$ cat config.mk
export PLATFORM = sky130hd
export DESIGN_NAME = mem_port_arbiter
export DESIGN_NICKNAME = d
export VERILOG_FILES = /design/src/rtl/mem_port_arbiter.sv
export SDC_FILE = /design/constraint.sdc
export NUM_CORES = 1
export LEC_CHECK = 0
export CAP_MARGIN = 30
export CORE_AREA = 4 4 104 106
export DETAILED_ROUTE_END_ITERATION = 10
export DIE_AREA = 0 0 108 110
export HOLD_SLACK_MARGIN = 0.02
export PLACE_DENSITY_LB_ADDON = 0.12
export REMOVE_ABC_BUFFERS = 1
export SLEW_MARGIN = 5
export SYNTH_ARGS = -nofsm -noshare
export SYNTH_HDL_FRONTEND = slang
export SYNTH_SLANG_ARGS = --single-unit
$ cat constraint.sdc
create_clock -name clk -period 1.47 [get_ports clk]
set_input_delay 0.147 -clock clk [delete_from_list [all_inputs] [get_ports clk]]
set_output_delay 0.147 -clock clk [all_outputs]
set_load 0.01 [all_outputs]
$ cat src/rtl/mem_port_arbiter.sv
// Arbiter sharing one single-ported, 1-cycle-latency BRAM between the fetch (I) and memory (D) stages.
// D wins by default; a saturating counter forces a waiting fetch through after STARVE_MAX D grants.
module mem_port_arbiter #(
    parameter int ADDR_W     = 32,
    parameter int DATA_W     = 32,
    parameter int STARVE_MAX = 4
) (
    input  logic                  clk,
    input  logic                  rst_n,
    input  logic                  i_req,
    input  logic [ADDR_W-1:0]     i_addr,
    input  logic                  i_kill,
    output logic                  i_ack,
    output logic [DATA_W-1:0]     i_rdata,
    input  logic                  d_req,
    input  logic                  d_we,
    input  logic [DATA_W/8-1:0]   d_be,
    input  logic [ADDR_W-1:0]     d_addr,
    input  logic [DATA_W-1:0]     d_wdata,
    output logic                  d_ack,
    output logic [DATA_W-1:0]     d_rdata,
    output logic                  mem_en,
    output logic [DATA_W/8-1:0]   mem_we,
    output logic [ADDR_W-3:0]     mem_addr,
    output logic [DATA_W-1:0]     mem_wdata,
    input  logic [DATA_W-1:0]     mem_rdata,
    output logic                  stall_i,
    output logic                  stall_d
);

    localparam int                CNT_W      = 4;
    localparam logic [CNT_W-1:0]  STARVE_LIM = CNT_W'(STARVE_MAX);

    logic             i_out_q, i_out_d;
    logic             d_out_q, d_out_d;
    logic             kill_pend_q, kill_pend_d;
    logic             d_rd_q, d_rd_d;
    logic [CNT_W-1:0] starve_cnt_q, starve_cnt_d;

    logic elig_i_s, elig_d_s, gnt_i_s, gnt_d_s;
    logic unused_addr_lsb_s;

    // Per-cycle grant; nothing is granted while reset is asserted
    always_comb begin
        elig_i_s = i_req & ~i_out_q & ~i_kill;
        elig_d_s = d_req & ~d_out_q;
        gnt_i_s  = 1'b0;
        gnt_d_s  = 1'b0;
        if (rst_n == 1'b0) begin
            gnt_i_s = 1'b0;
            gnt_d_s = 1'b0;
        end else if ((starve_cnt_q == STARVE_LIM) && elig_i_s) begin
            gnt_i_s = 1'b1;
        end else if (elig_d_s) begin
            gnt_d_s = 1'b1;
        end else if (elig_i_s) begin
            gnt_i_s = 1'b1;
        end else begin
            gnt_i_s = 1'b0;
            gnt_d_s = 1'b0;
        end
    end

    // Memory command for the granted port; idle bus is driven to zero
    always_comb begin
        mem_en    = gnt_i_s | gnt_d_s;
        mem_addr  = {(ADDR_W-2){1'b0}};
        mem_we    = {(DATA_W/8){1'b0}};
        mem_wdata = {DATA_W{1'b0}};
        if (gnt_d_s) begin
            mem_addr  = d_addr[ADDR_W-1:2];
            mem_wdata = d_wdata;
            mem_we    = d_we ? d_be : {(DATA_W/8){1'b0}};
        end else if (gnt_i_s) begin
            mem_addr  = i_addr[ADDR_W-1:2];
        end else begin
            mem_addr  = {(ADDR_W-2){1'b0}};
        end
    end

    // Next state for in-flight flags and the starvation counter
    always_comb begin
        i_out_d      = gnt_i_s;
        d_out_d      = gnt_d_s;
        kill_pend_d  = gnt_i_s & i_kill;
        d_rd_d       = gnt_d_s & ~d_we;
        starve_cnt_d = starve_cnt_q;
        if (!i_req || gnt_i_s) begin
            starve_cnt_d = {CNT_W{1'b0}};
        end else if (gnt_d_s && elig_i_s && (starve_cnt_q != STARVE_LIM)) begin
            starve_cnt_d = starve_cnt_q + 4'd1;
        end else begin
            starve_cnt_d = starve_cnt_q;
        end
    end

    // State registers with synchronous active-low reset
    always_ff @(posedge clk) begin
        if (!rst_n) begin
            i_out_q      <= 1'b0;
            d_out_q      <= 1'b0;
            kill_pend_q  <= 1'b0;
            d_rd_q       <= 1'b0;
            starve_cnt_q <= {CNT_W{1'b0}};
        end else begin
            i_out_q      <= i_out_d;
            d_out_q      <= d_out_d;
            kill_pend_q  <= kill_pend_d;
            d_rd_q       <= d_rd_d;
            starve_cnt_q <= starve_cnt_d;
        end
    end

    // Acks land the cycle after the grant; a late kill or reset swallows them
    always_comb begin
        i_ack   = rst_n & i_out_q & ~kill_pend_q & ~i_kill;
        d_ack   = rst_n & d_out_q;
        i_rdata = i_ack ? mem_rdata : {DATA_W{1'b0}};
        d_rdata = (d_ack & d_rd_q) ? mem_rdata : {DATA_W{1'b0}};
        stall_i = i_req & ~i_ack;
        stall_d = d_req & ~d_ack;
    end

    // Byte-offset bits are not used for word addressing
    always_comb begin
        unused_addr_lsb_s = ^{i_addr[1:0], d_addr[1:0]};
    end

endmodule

======== Word level (Yosys, flattened, before mapping) ========
Cells that the tools add are included.
storage, ports and cells
  bits in registers ....................... 8
  input port bits ......................... 138
  word-level logic and storage cells ...... 49
cells by class
  add/subtract/negate cells ............... 1
  equality and inequality tests ........... 2
  mux-type cells .......................... 14
  bitwise gates (word level) .............. 21
  reductions and logical operators ........ 6
operators by type and width
  kind                                                   number
  two-way mux 32 bit                                     3
  two-way mux 30 bit                                     2
  bitwise AND 1 bit                                      12
  two-way mux 4 bit                                      2
  inverter 1 bit                                         8
  two-way mux 1 bit                                      7
  adder 4 x 1 -> 4 bit, second input constant            1
  == test 4 x 3 -> 1 bit, second input constant          1
  inequality test 4 x 3 -> 1 bit, second input constant  1
  logical AND 1 bit                                      3
  OR reduction 2 bit                                     1
  logical NOT 1 bit                                      1
  logical OR 1 bit                                       1
  bitwise OR 1 bit                                       1

======== Logic depth before layout (Yosys ltp) ========
  depth after elaboration ................. 9
  gate-level depth with buffers ........... 7
  gate-level depth less buffers ........... 5

======== Worst setup path after synthesis ========
No wires, ideal clock.
  kind .................................... register to output
  start ................................... reg starve_cnt_q[0]
  end ..................................... out mem_we[0]
  arrival ................................. 1.399 ns
  path slack .............................. -0.076 ns
  cell stages (with the launch flop) ...... 7
  cell sequence ........................... dfxtp_1 inv_1 ha_1 nand3b_1 o21ba_2 clkbuf_1 and3_1
between the ends
  word-level cells in the longest chain between the ends .. 5
RTL lines
  item                    line  text
  start, declared         38    logic [CNT_W-1:0] starve_cnt_q, starve_cnt_d;
  start signal, assigned  104   starve_cnt_q <= {CNT_W{1'b0}};
  start signal, assigned  110   starve_cnt_q <= starve_cnt_d;
  == test 4 x 3 -> 1 bit  52    end else if ((starve_cnt_q == STARVE_LIM) && elig_i_s) begin
  logical AND 1 bit       52
  two-way mux 1 bit       52
  two-way mux 1 bit       49    if (rst_n == 1'b0) begin
  two-way mux 4 bit       70    if (gnt_d_s) begin
  end, declared           23    output logic [DATA_W/8-1:0] mem_we,
No other way between the ends.

======== Final worst setup path ========
  start ................................... reg starve_cnt_q[0]
  end ..................................... out mem_addr[12]
between the ends
  word-level cells in the longest chain between the ends .. 6
  elaborated cells on any way between the ends .. 8
  classes of those cells .................. eq/ne (1); mux (6); reduce/logical (1)
RTL lines
  item                      line  text
  == test 4 x 3 -> 1 bit *  52
  logical AND 1 bit *       52
  two-way mux 1 bit         52
  two-way mux 1 bit         49
  two-way mux 30 bit        74    end else if (gnt_i_s) begin
  two-way mux 30 bit *      70
  end, declared             24    output logic [ADDR_W-3:0] mem_addr,
Mark *: on every way between the ends. The rest lies on a longest branch, timed or not.

==> results.md <==
* Final setup vio count at 133
* Met1 WL at 3840 um
* Detail Route Antenna Nets at 0
* Core area at 9770 um2
* Leak at 2.53 nW
* Crit path DAT at 1.86 ns
* Nets at 659
* Hold crit path type: input port to flop
* Peak supply drop at 0.235 mV
* HPWL after DPL at 8640 um
* Final hold viol count at 0
* Grt ovf at 0
* Vias in the first global route at 2871
* CTS Buffer Depth at 2
* Crit share post-route at 137%
* Commonest non-fill, non-tap cells in the layout: buf_6, clkdlybuf4s50_1, and2_4, a22o_1, buf_2
* Peak Freq at 497 MHz
* First-pass GRT wire length at 16900 um
* Starting Density at 14.2%
* Initial DRC count at 81
* CP startpoint kind: flop
* DR vias at 2760
* Hold Path Depth at 5
* GP Congestion at 0.752
* Hold Slack at 0.503 ns
* Crit Path Max Fanout at 6
* Highest metal used: met4
* Remaining DRCs at 0
* Commonest non-fill, non-tap cell in the layout: buf_6
* Placed Cells at 596
* Power density cells at 268 nW/um2
* CTS tree: yes
* Synthesized area at 1390 um2
* FILL cells at 904
* Average size of a mapped cell at 7.28 um2
* Drt first pass iters at 4
* Met3 routed WL at 1410 um
* CP Class: flop to output pin
* Post-route setup TNS at -38.40 ns
* # IOs at 273
* Final Power at 1.46 mW
* Place WS at -0.823 ns
* GR Util All Layers at 18.9%
* Die area at 11900 um2
* Clk_skew at 0.00166 ns
* Yosys cell types at 24
* Latest clock arrival within the worst-skew pair at 0.23 ns
* H-tree level count at 1
* Number of synthesized flops with an enable pin at 0
* Setup slack after layout at -0.541 ns
* Setup crit end kind: output pin
* Vias/cell at 4.24
* Layout cell share with drive strength beyond 1 at 60.9%
* Mapped Cells at 191
* Data required, critical path at 1.32 ns
* Sequential share of the synthesized area at 11.5%
* Yosys warning total at 0
* Failing checks: setup timing
* Register-to-Register Path Depth at 9
* Final Critical Period at 2.01 ns
* Slew Viols, Final at 0
* Final Non-Filler Cells at 651
* Die width at 108 um
* Number of max-cap violations at 0
* Largest net degree at the start of global routing at 17
* Clock Sinks at 8
* Routed len/inst at 19.5 um
* Port Buf Inserts at 268
* # rows at 36
* R2R setup slack at -0.10 ns
* Total CTS buffers at 3
* Status: complete, but fails checks
* Area grow syn2layout at 293%
* Wire length on met2 at 7250 um
* Initial antenna violation count at 1
* Fraction of registers with async set/reset at 0%
* Clock-pin transition on the worst setup and hold timing paths at 0.04 ns
* Clk root buf: clkbuf_8
* Yosys reg bits at 8
* RSZ-0062 raised after global routing: true
* Routed wire length at 12700 um
* Top FF cell, synth: dfxtp_1
* Die Y at 110 um
==> kinds of logic after synthesis <==
family | Yosys count | synth area share [%]
and+or+nand+nor | 125 | 57.4
adders and majority gates | 2 | 1.80
buffers and inverters | 19 | 7.20
other | 1 | 0.270
AOI/OAI and AO/OA | 36 | 21.8
DFF | 8 | 11.5
==> area by class of cell <==
class / count / area (um2) / share of cell area, %
Antenna cell: 1 / 2.50 / 0.0458
Clock buffer: 3 / 41.3 / 0.755
Inverter: 2 / 7.51 / 0.137
Multi-Input combinational cell: 164 / 1420 / 26.1
Sequential cell: 8 / 165 / 3.02
Tap cell: 133 / 166 / 3.04
Timing Repair Buffer: 340 / 3660 / 66.9
==> cell usage after synthesis, types with 3 or more instances <==
library cell   n  area, um2
nand2_1        5       18.8
nand4_1        3       18.8
dfxtp_1        8        160
nor2b_1        4       25.0
clkbuf_1       9       33.8
and3_1         5       31.3
buf_2          5       25.0
buf_6          3       33.8
and2_1        97        607
a22o_1        30        263
==> registers in the layout (all words and copies together) (netlist names) <==
name          count
d_out_q           1
starve_cnt_q      4
d_rd_q            1
kill_pend_q       1
i_out_q           1
==> worst max-delay path, stage by stage (launching register included) <==
cell and delay [ns]:
dfxtp_2 0.32, inv_2 0.07, ha_4 0.12, nand3b_1 0.11, buf_4 0.16, o21ba_4 0.23, buf_6 0.15, buf_16 0.13
a22o_1 0.21, buf_2 0.13
==> metrics by stage <==
stage	util [%]	cell area [um2]
after floorplan	-	1300
after global placement	44.7	4370
after detailed placement	44.7	4370
after CTS	54.1	5290
after global routing	55.9	5460
final	55.9	5470
==> report_power, final <==
group	internal, mW	switching, mW	total [mW]
combinational	0.654	0.305	0.959
sequential	0.224	0.00260	0.227
clock	0.178	0.0977	0.276
total	1.06	0.406	1.46
==> what timing repair did <==
| action | CTS | global route |
|---|---|---|
| setup endpoints to repair | 135 | 135 |
| gates resized for setup | 740 | 82 |
| setup buffers | 38 | 5 |
| endpoints found under the hold margin | 0 | 0 |
| hold buffers | 0 | 0 |
| gates cloned | 16 | 0 |
| pin swaps | 82 | 17 |
==> final timing paths <==
kind                   start              end
min reg2reg  starve_cnt_q[0]  starve_cnt_q[0]
min                    rst_n  starve_cnt_q[1]
max reg2reg  starve_cnt_q[0]           d_rd_q
max          starve_cnt_q[0]     mem_addr[12]
==> metal layers <==
metal,track usage (%),up-vias
met5,0,-
met4,3.52,0
met3,7.34,10
met2,39.3,159
met1,17.2,1272
li1,-,1319
(Power assumes the default switching activity.)
